**src/rtl/dff_q_event_monitor_pkg.sv**
```systemverilog
// Shared types and default widths for the DFF q/qbar event monitor.
//   evt_kind_e : event kind code carried on evt_kind
//   evt_t      : event record {kind, len, ts} at the default widths
//   edge_kind  : maps the new q level to RISE/FALL
package dff_mon_pkg;

    localparam int CNT_W_DEF      = 16;
    localparam int TS_W_DEF       = 16;
    localparam int FIFO_DEPTH_DEF = 4;

    typedef enum logic [1:0] {
        EVT_NONE      = 2'b00,
        EVT_RISE      = 2'b01,
        EVT_FALL      = 2'b10,
        EVT_COMPL_ERR = 2'b11
    } evt_kind_e;

    // Default-width record; the top declares the same layout at its own widths.
    typedef struct packed {
        evt_kind_e             kind;
        logic [CNT_W_DEF-1:0]  len;
        logic [TS_W_DEF-1:0]   ts;
    } evt_t;

    function automatic evt_kind_e edge_kind(input logic q_new);
        return q_new ? EVT_RISE : EVT_FALL;
    endfunction

endpackage

```
**src/rtl/dff_q_event_monitor_if.sv**
```systemverilog
// Bundle between the DFF stage / event consumer and the monitor.
//   en, q, qbar       : sample enable and DFF outputs into the monitor
//   evt_valid/ready   : FWFT event stream handshake
//   evt_kind/len/ts   : head event fields
//   overflow          : sticky drop indicator
// slave = monitor side, master = stimulus/consumer side.
interface dff_q_event_monitor_if #(
    parameter int CNT_W = 16,
    parameter int TS_W  = 16
);
    logic             en;
    logic             q;
    logic             qbar;
    logic             evt_valid;
    logic             evt_ready;
    logic [1:0]       evt_kind;
    logic [CNT_W-1:0] evt_len;
    logic [TS_W-1:0]  evt_ts;
    logic             overflow;

    modport master (
        output en, q, qbar, evt_ready,
        input  evt_valid, evt_kind, evt_len, evt_ts, overflow
    );

    modport slave (
        input  en, q, qbar, evt_ready,
        output evt_valid, evt_kind, evt_len, evt_ts, overflow
    );
endinterface

```
**src/rtl/dff_q_event_monitor_evt_fifo.sv**
```systemverilog
// First-word-fall-through FIFO for monitor events.
//   clk, rst : clock, synchronous active-high reset (flushes contents)
//   push     : write wdata when not full, or when full and popping this cycle
//   full     : all DEPTH entries occupied
//   pop      : remove head; ignored while empty
//   empty    : no head available
//   rdata    : head entry, held in a register
// DEPTH must be a power of two so the pointers wrap naturally.
module dff_evt_fifo #(
    parameter int W     = 34,
    parameter int DEPTH = 4
) (
    input  logic         clk,
    input  logic         rst,
    input  logic         push,
    input  logic [W-1:0] wdata,
    output logic         full,
    input  logic         pop,
    output logic         empty,
    output logic [W-1:0] rdata
);
    localparam int AW = (DEPTH > 1) ? $clog2(DEPTH) : 1;
    localparam int CW = $clog2(DEPTH + 1);

    logic [W-1:0]  mem [DEPTH];
    logic [AW-1:0] wr_ptr_reg;
    logic [AW-1:0] rd_ptr_reg;
    logic [AW-1:0] rd_ptr_next;
    logic [CW-1:0] count_reg;
    logic [CW-1:0] count_next;
    logic          valid_reg;
    logic [W-1:0]  head_reg;
    logic          do_push;
    logic          do_pop;

    assign full    = (count_reg == CW'(DEPTH));
    assign empty   = !valid_reg;
    assign rdata   = head_reg;
    assign do_pop  = pop && valid_reg;
    // A pop frees the slot the push needs, so a full FIFO can still accept.
    assign do_push = push && (!full || do_pop);

    always_comb begin
        rd_ptr_next = rd_ptr_reg + AW'(do_pop);
        count_next  = count_reg + CW'(do_push) - CW'(do_pop);
    end

    always_ff @(posedge clk) begin
        if (do_push) begin
            mem[wr_ptr_reg] <= wdata;
        end
    end

    always_ff @(posedge clk) begin
        if (rst) begin
            wr_ptr_reg <= '0;
            rd_ptr_reg <= '0;
            count_reg  <= '0;
            valid_reg  <= 1'b0;
            head_reg   <= '0;
        end else begin
            wr_ptr_reg <= wr_ptr_reg + AW'(do_push);
            rd_ptr_reg <= rd_ptr_next;
            count_reg  <= count_next;
            valid_reg  <= (count_next != '0);
            // When nothing older survives this cycle, the incoming word becomes
            // the head directly; the array copy is not written until this edge.
            if (do_push && (count_reg == CW'(do_pop))) begin
                head_reg <= wdata;
            end else if (count_next != '0) begin
                head_reg <= mem[rd_ptr_next];
            end
        end
    end
endmodule

```
**src/rtl/dff_q_event_monitor.sv**
```systemverilog
// Monitor for a DFF's q/qbar pair: detects q edges, measures level run
// lengths, flags complement violations and queues events for a consumer.
//   clk, rst : clock, synchronous active-high reset
//   bus      : dff_q_event_monitor_if.slave (en/q/qbar in, event stream out)
// Pipeline: inputs captured into q_s/qbar_s at sample edge E0, the event is
// staged in a pending register at E0 and written to the FIFO at E1.
module dff_q_event_monitor
    import dff_mon_pkg::*;
#(
    parameter int CNT_W      = CNT_W_DEF,
    parameter int TS_W       = TS_W_DEF,
    parameter int FIFO_DEPTH = FIFO_DEPTH_DEF
) (
    input  logic                   clk,
    input  logic                   rst,
    dff_q_event_monitor_if.slave   bus
);
    localparam int W = 2 + CNT_W + TS_W;

    typedef struct packed {
        evt_kind_e         kind;
        logic [CNT_W-1:0]  len;
        logic [TS_W-1:0]   ts;
    } mon_evt_t;

    logic             q_s_reg;
    logic             qbar_s_reg;
    logic             primed_reg;
    logic [CNT_W-1:0] run_reg;
    logic [CNT_W-1:0] run_inc;
    logic [TS_W-1:0]  ts_reg;
    logic             pend_valid_reg;
    evt_kind_e        pend_kind_reg;
    logic [CNT_W-1:0] pend_len_reg;
    logic             overflow_reg;

    logic             edge_det;
    logic             compl_entry;
    logic             fifo_full;
    logic             fifo_empty;
    logic             fifo_pop;
    mon_evt_t         push_evt;
    mon_evt_t         head_evt;
    logic [W-1:0]     head_bits;

    // q_s/qbar_s still hold the previous sample here, so they play the role of
    // q_last while the new sample is being taken. primed gates out the very
    // first sample after reset, which has no valid predecessor.
    assign edge_det    = primed_reg && (bus.q != q_s_reg);
    assign compl_entry = primed_reg && (bus.q == bus.qbar) && (q_s_reg != qbar_s_reg);
    assign run_inc     = (run_reg == {CNT_W{1'b1}}) ? run_reg : run_reg + CNT_W'(1);
    assign fifo_pop    = bus.evt_ready && !fifo_empty;

    always_comb begin
        push_evt      = '0;
        push_evt.kind = pend_kind_reg;
        push_evt.len  = pend_len_reg;
        push_evt.ts   = ts_reg;
    end

    always_ff @(posedge clk) begin
        if (rst) begin
            q_s_reg        <= 1'b0;
            qbar_s_reg     <= 1'b1;
            primed_reg     <= 1'b0;
            run_reg        <= '0;
            ts_reg         <= '0;
            pend_valid_reg <= 1'b0;
            pend_kind_reg  <= EVT_NONE;
            pend_len_reg   <= '0;
            overflow_reg   <= 1'b0;
        end else begin
            ts_reg         <= ts_reg + TS_W'(1);
            pend_valid_reg <= 1'b0;
            if (bus.en) begin
                q_s_reg    <= bus.q;
                qbar_s_reg <= bus.qbar;
                primed_reg <= 1'b1;
                run_reg    <= edge_det ? CNT_W'(1) : run_inc;
                // Complement entry wins over a coincident edge.
                if (compl_entry) begin
                    pend_valid_reg <= 1'b1;
                    pend_kind_reg  <= EVT_COMPL_ERR;
                    pend_len_reg   <= '0;
                end else if (edge_det) begin
                    pend_valid_reg <= 1'b1;
                    pend_kind_reg  <= edge_kind(bus.q);
                    pend_len_reg   <= run_reg;
                end
            end
            if (pend_valid_reg && fifo_full && !fifo_pop) begin
                overflow_reg <= 1'b1;
            end
        end
    end

    dff_evt_fifo #(
        .W     (W),
        .DEPTH (FIFO_DEPTH)
    ) u_fifo (
        .clk   (clk),
        .rst   (rst),
        .push  (pend_valid_reg),
        .wdata (push_evt),
        .full  (fifo_full),
        .pop   (bus.evt_ready),
        .empty (fifo_empty),
        .rdata (head_bits)
    );

    assign head_evt      = mon_evt_t'(head_bits);
    assign bus.evt_valid = !fifo_empty;
    assign bus.evt_kind  = head_evt.kind;
    assign bus.evt_len   = head_evt.len;
    assign bus.evt_ts    = head_evt.ts;
    assign bus.overflow  = overflow_reg;
endmodule
```
**src/flat_wrapper.sv**
```systemverilog
// flat-port wrapper written by rule: the top's interface ports become plain ports
module dff_q_event_monitor_flat import dff_mon_pkg::*;
#(
    parameter int CNT_W      = CNT_W_DEF,
    parameter int TS_W       = TS_W_DEF,
    parameter int FIFO_DEPTH = FIFO_DEPTH_DEF
)
  (clk, rst, bus_en, bus_q, bus_qbar, bus_evt_ready, bus_evt_valid, bus_evt_kind, bus_evt_len, bus_evt_ts, bus_overflow);
  dff_q_event_monitor_if #(.CNT_W(CNT_W), .TS_W(TS_W)) bus_i ();
  input  logic clk;
  input  logic rst;
  input wire logic [$bits(bus_i.en)-1:0] bus_en;
  input wire logic [$bits(bus_i.q)-1:0] bus_q;
  input wire logic [$bits(bus_i.qbar)-1:0] bus_qbar;
  input wire logic [$bits(bus_i.evt_ready)-1:0] bus_evt_ready;
  output wire logic [$bits(bus_i.evt_valid)-1:0] bus_evt_valid;
  output wire logic [$bits(bus_i.evt_kind)-1:0] bus_evt_kind;
  output wire logic [$bits(bus_i.evt_len)-1:0] bus_evt_len;
  output wire logic [$bits(bus_i.evt_ts)-1:0] bus_evt_ts;
  output wire logic [$bits(bus_i.overflow)-1:0] bus_overflow;
  assign bus_i.en = bus_en;
  assign bus_i.q = bus_q;
  assign bus_i.qbar = bus_qbar;
  assign bus_i.evt_ready = bus_evt_ready;
  assign bus_evt_valid = bus_i.evt_valid;
  assign bus_evt_kind = bus_i.evt_kind;
  assign bus_evt_len = bus_i.evt_len;
  assign bus_evt_ts = bus_i.evt_ts;
  assign bus_overflow = bus_i.overflow;
  dff_q_event_monitor #(.CNT_W(CNT_W), .TS_W(TS_W), .FIFO_DEPTH(FIFO_DEPTH)) u_core (.clk(clk), .rst(rst), .bus(bus_i));
endmodule
```
**config.mk**
```make
export PLATFORM = sky130hd
export DESIGN_NAME = dff_q_event_monitor_flat
export DESIGN_NICKNAME = d
export VERILOG_FILES = /design/src/rtl/dff_q_event_monitor_pkg.sv /design/src/rtl/dff_q_event_monitor_if.sv /design/src/rtl/dff_q_event_monitor_evt_fifo.sv /design/src/rtl/dff_q_event_monitor.sv /design/src/flat_wrapper.sv
export SDC_FILE = /design/constraint.sdc
export NUM_CORES = 1
export LEC_CHECK = 0
export BUFFER_PORTS_ARGS = -buffer_cell sky130_fd_sc_hd__buf_2
export CELL_PAD_IN_SITES_DETAIL_PLACEMENT = 0
export CELL_PAD_IN_SITES_GLOBAL_PLACEMENT = 1
export CORE_MARGIN = 2
export CORE_UTILIZATION = 51
export CTS_CLUSTER_DIAMETER = 100
export DETAILED_ROUTE_END_ITERATION = 8
export GPL_TIMING_DRIVEN = 0
export PLACE_DENSITY_LB_ADDON = 0.1
export SYNTH_ARGS = -nofsm -noshare
export SYNTH_HDL_FRONTEND = slang
export SYNTH_SLANG_ARGS = --single-unit
export TNS_END_PERCENT = 10
```
**constraint.sdc**
```tcl
create_clock -name clk -period 4.7 [get_ports clk]
set_input_delay 0.47 -clock clk [delete_from_list [all_inputs] [get_ports clk]]
set_output_delay 0.47 -clock clk [all_outputs]
set_load 0.01 [all_outputs]
```
Word-level counts from Yosys, hierarchy flattened
Memories as Yosys holds them, arrays and structs flattened.
Cells that the tools add are included.
{"block": "op_classes", "add_sub_neg": 6, "mul": 0, "div": 0, "order_cmp": 0, "n_eq_ne": 7, "shifts": 0, "n_mux": 13, "bitwise": 1, "reduce_logical": 17}
{"cell": "34-bit two-way mux", "n": 2}
{"cell": "16-bit two-way mux", "n": 4}
{"cell": "16-bit by 1-bit adder with 16-bit output, second input constant", "n": 2}
{"cell": "16-bit equality test, second input constant", "n": 1}
{"cell": "1-bit logical AND", "n": 8}
{"cell": "2-bit two-way mux", "n": 3}
{"cell": "2-bit by 1-bit adder with 2-bit output", "n": 2}
{"cell": "1-bit two-way mux", "n": 4}
{"cell": "2-bit AND reduction", "n": 2}
{"cell": "2-bit nonzero test", "n": 2}
{"cell": "3-bit by 1-bit adder with 3-bit output", "n": 1}
{"cell": "3-bit by 1-bit equality test with 1-bit output", "n": 1}
{"cell": "3-bit equality test, second input constant", "n": 1}
{"cell": "3-bit nonzero test", "n": 1}
{"cell": "3-bit by 1-bit subtractor with 3-bit output", "n": 1}
{"cell": "1-bit zero test", "n": 2}
{"cell": "1-bit != test", "n": 2}
{"cell": "2-bit by 1-bit != test with 1-bit output, second input constant", "n": 1}
{"cell": "2-bit OR reduction", "n": 1}
{"cell": "1-bit equality test", "n": 1}
{"cell": "1-bit logical OR", "n": 1}
{"cell": "1-bit inverter", "n": 1}
{"block": "word_totals", "regBits": 97, "latch_bits": 0, "ram_bits": 136, "romBits": 0, "input_bits": 6, "out_inout_bits": 36, "elab_cells": 59, "mem_count": 1}
{"name": "u_core.u_fifo.mem", "depth": 4, "width": 34, "read_ports": 1, "rd_ports_with_merged_regs": 0, "write_ports": 1, "line": "dff_q_event_monitor_evt_fifo.sv:25", "source": "logic [W-1:0] mem [DEPTH];"}

Depth between registers and ports, before layout
{"block": "logic_depth", "depth_word": 9, "ltp_mapped": 13, "depth_no_buf": 11}

Cells and area by module
Synthesis repeated with hierarchy kept, for this count alone.
{"block": "hier_totals", "cells_unflattened": 682, "hier_area_um2": 9545.4}
{"module": "dff_evt_fifo", "n_inst": 1, "cells_per_inst": 411, "area_each_um2": 7075.5}
{"module": "dff_q_event_monitor", "n_inst": 1, "cells_per_inst": 271, "area_each_um2": 2469.9}

Worst setup path after synthesis
No wires, ideal clock.
{"block": "synth_path", "path_type": "in2reg", "start": "in bus_evt_ready", "end": "mem u_core.u_fifo.mem[1][0], enable pin", "setup_ns": 0.475, "arrival_ns": 3.282, "t_required_ns": 4.225, "setup_slack_ns": 0.943, "cell_stages": 4, "path_buffers": 0, "cell_sequence": "a211oi_1 -> nand2_1 -> nand2_1 -> nor3b_1"}
{"block": "synth_between", "elab_chain_len": 5}
{"item": "start, declared", "line": "flat_wrapper.sv:15", "source": "input wire logic [$bits(bus_i.evt_ready)-1:0] bus_evt_ready;"}
{"item": "1-bit logical AND", "line": "dff_q_event_monitor_evt_fifo.sv:39", "source": "assign do_pop = pop && valid_reg;"}
{"item": "1-bit logical OR", "line": "dff_q_event_monitor_evt_fifo.sv:41", "source": "assign do_push = push && (!full || do_pop);"}
{"item": "1-bit logical AND", "line": "dff_q_event_monitor_evt_fifo.sv:41"}
{"item": "1-bit two-way mux", "line": "dff_q_event_monitor_evt_fifo.sv:49", "source": "if (do_push) begin"}
{"item": "1-bit two-way mux (not written as such)", "line": "dff_q_event_monitor_evt_fifo.sv:50", "source": "mem[wr_ptr_reg] <= wdata;"}
{"item": "end, declared", "line": "dff_q_event_monitor_evt_fifo.sv:25"}
Every way passes these cells.

Final worst setup path
{"block": "layout_path", "start": "reg u_core.u_fifo.count_reg[0]", "end": "reg u_core.u_fifo.head_reg[17] (netlist: u_core.u_fifo.rdata[17])"}
{"block": "layout_between", "elab_chain_len": 8}
{"item": "start, declared", "line": "dff_q_event_monitor_evt_fifo.sv:29", "source": "logic [CW-1:0] count_reg;"}
{"item": "start signal, assigned", "line": "dff_q_event_monitor_evt_fifo.sv:64", "source": "count_reg <= count_next;"}
{"item": "3-bit equality test", "line": "dff_q_event_monitor_evt_fifo.sv:36", "source": "assign full = (count_reg == CW'(DEPTH));"}
{"item": "1-bit zero test", "line": "dff_q_event_monitor_evt_fifo.sv:41"}
{"item": "1-bit logical OR", "line": "dff_q_event_monitor_evt_fifo.sv:41"}
{"item": "1-bit logical AND", "line": "dff_q_event_monitor_evt_fifo.sv:41"}
{"item": "3-bit by 1-bit adder with 3-bit output", "line": "dff_q_event_monitor_evt_fifo.sv:45", "source": "count_next = count_reg + CW'(do_push) - CW'(do_pop);"}
{"item": "3-bit by 1-bit subtractor with 3-bit output", "line": "dff_q_event_monitor_evt_fifo.sv:45"}
{"item": "3-bit nonzero test", "line": "dff_q_event_monitor_evt_fifo.sv:70", "source": "end else if (count_next != '0) begin"}
{"item": "2-bit nonzero test (no line)"}
{"item": "end signal, assigned", "line": "dff_q_event_monitor_evt_fifo.sv:69", "source": "head_reg <= wdata;"}
{"item": "end signal, assigned", "line": "dff_q_event_monitor_evt_fifo.sv:71", "source": "head_reg <= mem[rd_ptr_next];"}
{"item": "end, declared", "line": "dff_q_event_monitor_evt_fifo.sv:32", "source": "logic [W-1:0] head_reg;"}
Several ways; a longest one is shown, not always the timed one.
A chain may end at the register's enable or synchronous reset.

==> reports/qor.yml <==
clock_network:
  insertion_delay_ns: 0.52
  hold_buffers: 0
  cts_tree: "yes"
  htree_levels: 1
  cts-resized-gates: 0
  path_clk_slew_ns: 0.06
  clkSinkCount: 233
  cts_setup_buffers: 0
  cts-buffers-inserted: 25
  clock_path_buffers: 3
  cts_root_buffer: "clkbuf_16"
synthesis:
  synth_fa_ha_area_share_pct: 1.028
  synth-compound-area-share_pct: 7.857
  synth_warnings: 0
  synthMuxAreaShare_pct: 12.39
  yosys.area_share.simple_pct: 9.885
  yosysSeqAreaShare_pct: 65.13
  synth_top_family_by_area: "multiplexers"
  ys_types: 54
  synth-async-reset-ratio_pct: 0
  syn_nets: 661
  syn_inst: 648
  synthFlopType: "edfxtp_1"
  synth_top_area_cell: "edfxtp_1"
  synth-seq-cells: 233
  syn_area_per_cell_um2: 14.28
  synth_edf_count: 136
  synthXorXnorAreaFrac_pct: 1.663
  synthTopCellsByArea: "edfxtp_1 44%, dfxtp_1 21%, mux4_2 8.3%"
  synth_top_area_share_pct: 44.14
  syn_area_mm2: 0.009253
drt:
  vias: 5877
  met1_length_mm: 9.702
  drtPass1Iterations: 5
  top_layer_used: "met4"
  drtAntennaViolNets: 0
  wl_met2_mm: 9.813
  drt-vias-per-instance: 6.022
  first_iter_violations: 493
  wire_per_inst_um: 21.88
  routed_wl_mm: 21.35
  wl_met3_mm: 1.218
  drc: 0
final_layout:
  n_antenna_cell: 0
  drive_above_1_share_pct: 19.54
  final_util_pct: 59.86
  largest_reg_flops: 136
  fillers: 1438
  final_cell_count_no_fill: 976
  area_growth_pct: 15.82
  regMostFlops: "u_core.u_fifo.mem"
  fin_nets: 741
power_and_ir_drop:
  irDropWorstVdd_uv: 327.3
  p_per_area_mw_per_mm2: 539.3
  p_leak_nw: 3.839
worst_setup_path:
  worstSetupPathType: "reg2reg"
  worst_setup_path_end_kind: "flop"
  critPathMaxFanout: 10
  start_kind: "flop"
  slowest_delay_ns: 0.37
  path_cells: "a211oi_1, nand2_1, nand2_1, ha_1, inv_1, ha_1, fa_1, xnor3_1, or3_1, buf_2, buf_2, mux2i_1, a211oi_1"
  cp.required_ns: 5.11
  arrival_ns: 3.69
  crit_slowest_cell: "fa_1"
  r2r_slack_ns: 1.42
die:
  num_io_pins: 42
  fp.dieH_um: 138.7
  die_area_mm2: 0.01924
  num_rows: 49
  core-area_mm2: 0.01790
  fp.dieW_um: 138.7
  initial_utilization_pct: 51.68
worst_hold_path:
  min_path_type: "in2reg"
timing:
  setup_viol: 0
  maxSlewViolCount: 0
  max_freq_mhz: 305.0
  slew_headroom_pct: 27.48
  hold_viol: 0
  fin_crit_ns: 3.278
  skew_ns: 0.02289
  whs_ns: 0.2293
  totalNegativeSetupSlack_ns: 0
  post-route-period-util_pct: 69.75
  rsz0062_at_grt: "false"
  finalWorstSetupSlack_ns: 1.422
  tightest_slew_ns: 1.079
placed_design:
  hpwl_mm: 14.05
  placed_cells: 930
  place_congestion: 0.8547
  pre_cts_ws_ns: 1.182
  numPortBuffers: 40
global_route:
  track_usage_pct: 22.23
  grt_max_degree: 28
  antenna_found_initial: 0
  grt_pass1_vias: 5860
  grt_overflow: 0
  grt_pass1_wl_mm: 33.50
run:
  maxCapViolations: 0
run_status:
  outcome: "finished, final reports clean"
where the power goes:
part	total (mW)	internal [mW]	switching, mW
Clock	1.92	1.14	0.774
Combinational	1.43	0.687	0.745
Sequential	2.43	2.32	0.110
Total	5.78	4.15	1.63
cell families after synthesis:
family	Yosys count
AO/OA/AOI/OAI	105
XOR/XNOR	16
adder cells (fa/ha/maj)	7
buffers and inverters	46
flip-flops	233
multiplexers	72
AND/OR/NAND/NOR	169
synthesized netlist by cell type, types with 3 or more instances:
| cell | count |
|---|---|
| edfxtp_1 | 136 |
| dfxtp_1 | 97 |
| nor2_1 | 57 |
| a211oi_1 | 39 |
| mux2i_1 | 38 |
| mux4_2 | 34 |
| clkbuf_1 | 23 |
| nand2_1 | 22 |
| a21oi_1 | 19 |
| buf_2 | 13 |
| nand3_1 | 13 |
| o21ai_0 | 11 |
| xor2_1 | 11 |
| a22o_1 | 10 |
| nand4_1 | 9 |
| inv_1 | 8 |
| nor3_1 | 8 |
| a31oi_1 | 7 |
| and2_1 | 6 |
| ha_1 | 6 |
| nand2b_1 | 6 |
| nor2b_1 | 6 |
| o211ai_1 | 6 |
| and3_1 | 5 |
| nand4b_1 | 5 |
| or4_1 | 5 |
| nor3b_1 | 4 |
| nor4_1 | 4 |
| o31ai_1 | 4 |
| xnor2_1 | 4 |
| and4_1 | 3 |
| or3_1 | 3 |
metal layers:
| layer | track usage [%] | vias up |
|---|---|---|
| li1 | - | 2684 |
| met1 | 32.93 | 2953 |
| met2 | 34.37 | 197 |
| met3 | 3.177 | 43 |
| met4 | 7.283 | 0 |
| met5 | 0 | - |
area by class of cell:
cell class | instances | area [um^2] | share of cell area (%)
Clock buffer | 30 | 644.4 | 6.013
Sequential cell | 233 | 6026 | 56.23
Clock inverter | 16 | 157.7 | 1.471
Buffer | 38 | 160.2 | 1.494
Tap cell | 229 | 286.5 | 2.674
Multi-Input combinational cell | 369 | 3053 | 28.49
Timing Repair Buffer | 53 | 359.1 | 3.351
Inverter | 8 | 30.03 | 0.2802
critical path, delay by kind of cell (launching register included):
family / cells / cell delay (ns)
AO/OA/AOI/OAI: 2 / 0.54
XOR/XNOR: 1 / 0.20
adder cells (fa/ha/maj): 3 / 0.73
buffers and inverters: 3 / 0.54
flip-flops: 1 / 0.34
multiplexers: 1 / 0.16
AND/OR/NAND/NOR: 3 / 0.62
worst paths after layout:
| kind | cells past startpoint | startpoint | to |
|---|---|---|---|
| max | 13 | u_core.u_fifo.count_reg[0] | u_core.u_fifo.rdata[17] |
| min | 3 | bus_qbar | u_core.qbar_s_reg |
| max reg2reg | 13 | u_core.u_fifo.count_reg[0] | u_core.u_fifo.rdata[17] |
| min reg2reg | 2 | u_core.bus.overflow | u_core.bus.overflow |
stage by stage:
step	power (mW)	instance area, um^2
2_1_floorplan	3.483	9253
3_3_place_gp	3.884	9739
3_5_place_dp	3.915	9915
4_1_cts	5.835	10720
5_1_grt	6.022	10720
6_report	5.779	10720
placed cells by master, fill, tap and decap left out, drive strengths merged, types with 13 or more instances in the layout:
master and instances:
a211oi 39, a21oi 19, buf 67, clkbuf 54
dfxtp 97, edfxtp 136, mux2i 38, mux4 34
nand2 22, nand3 13, nor2 57
(Power assumes the default switching activity.)
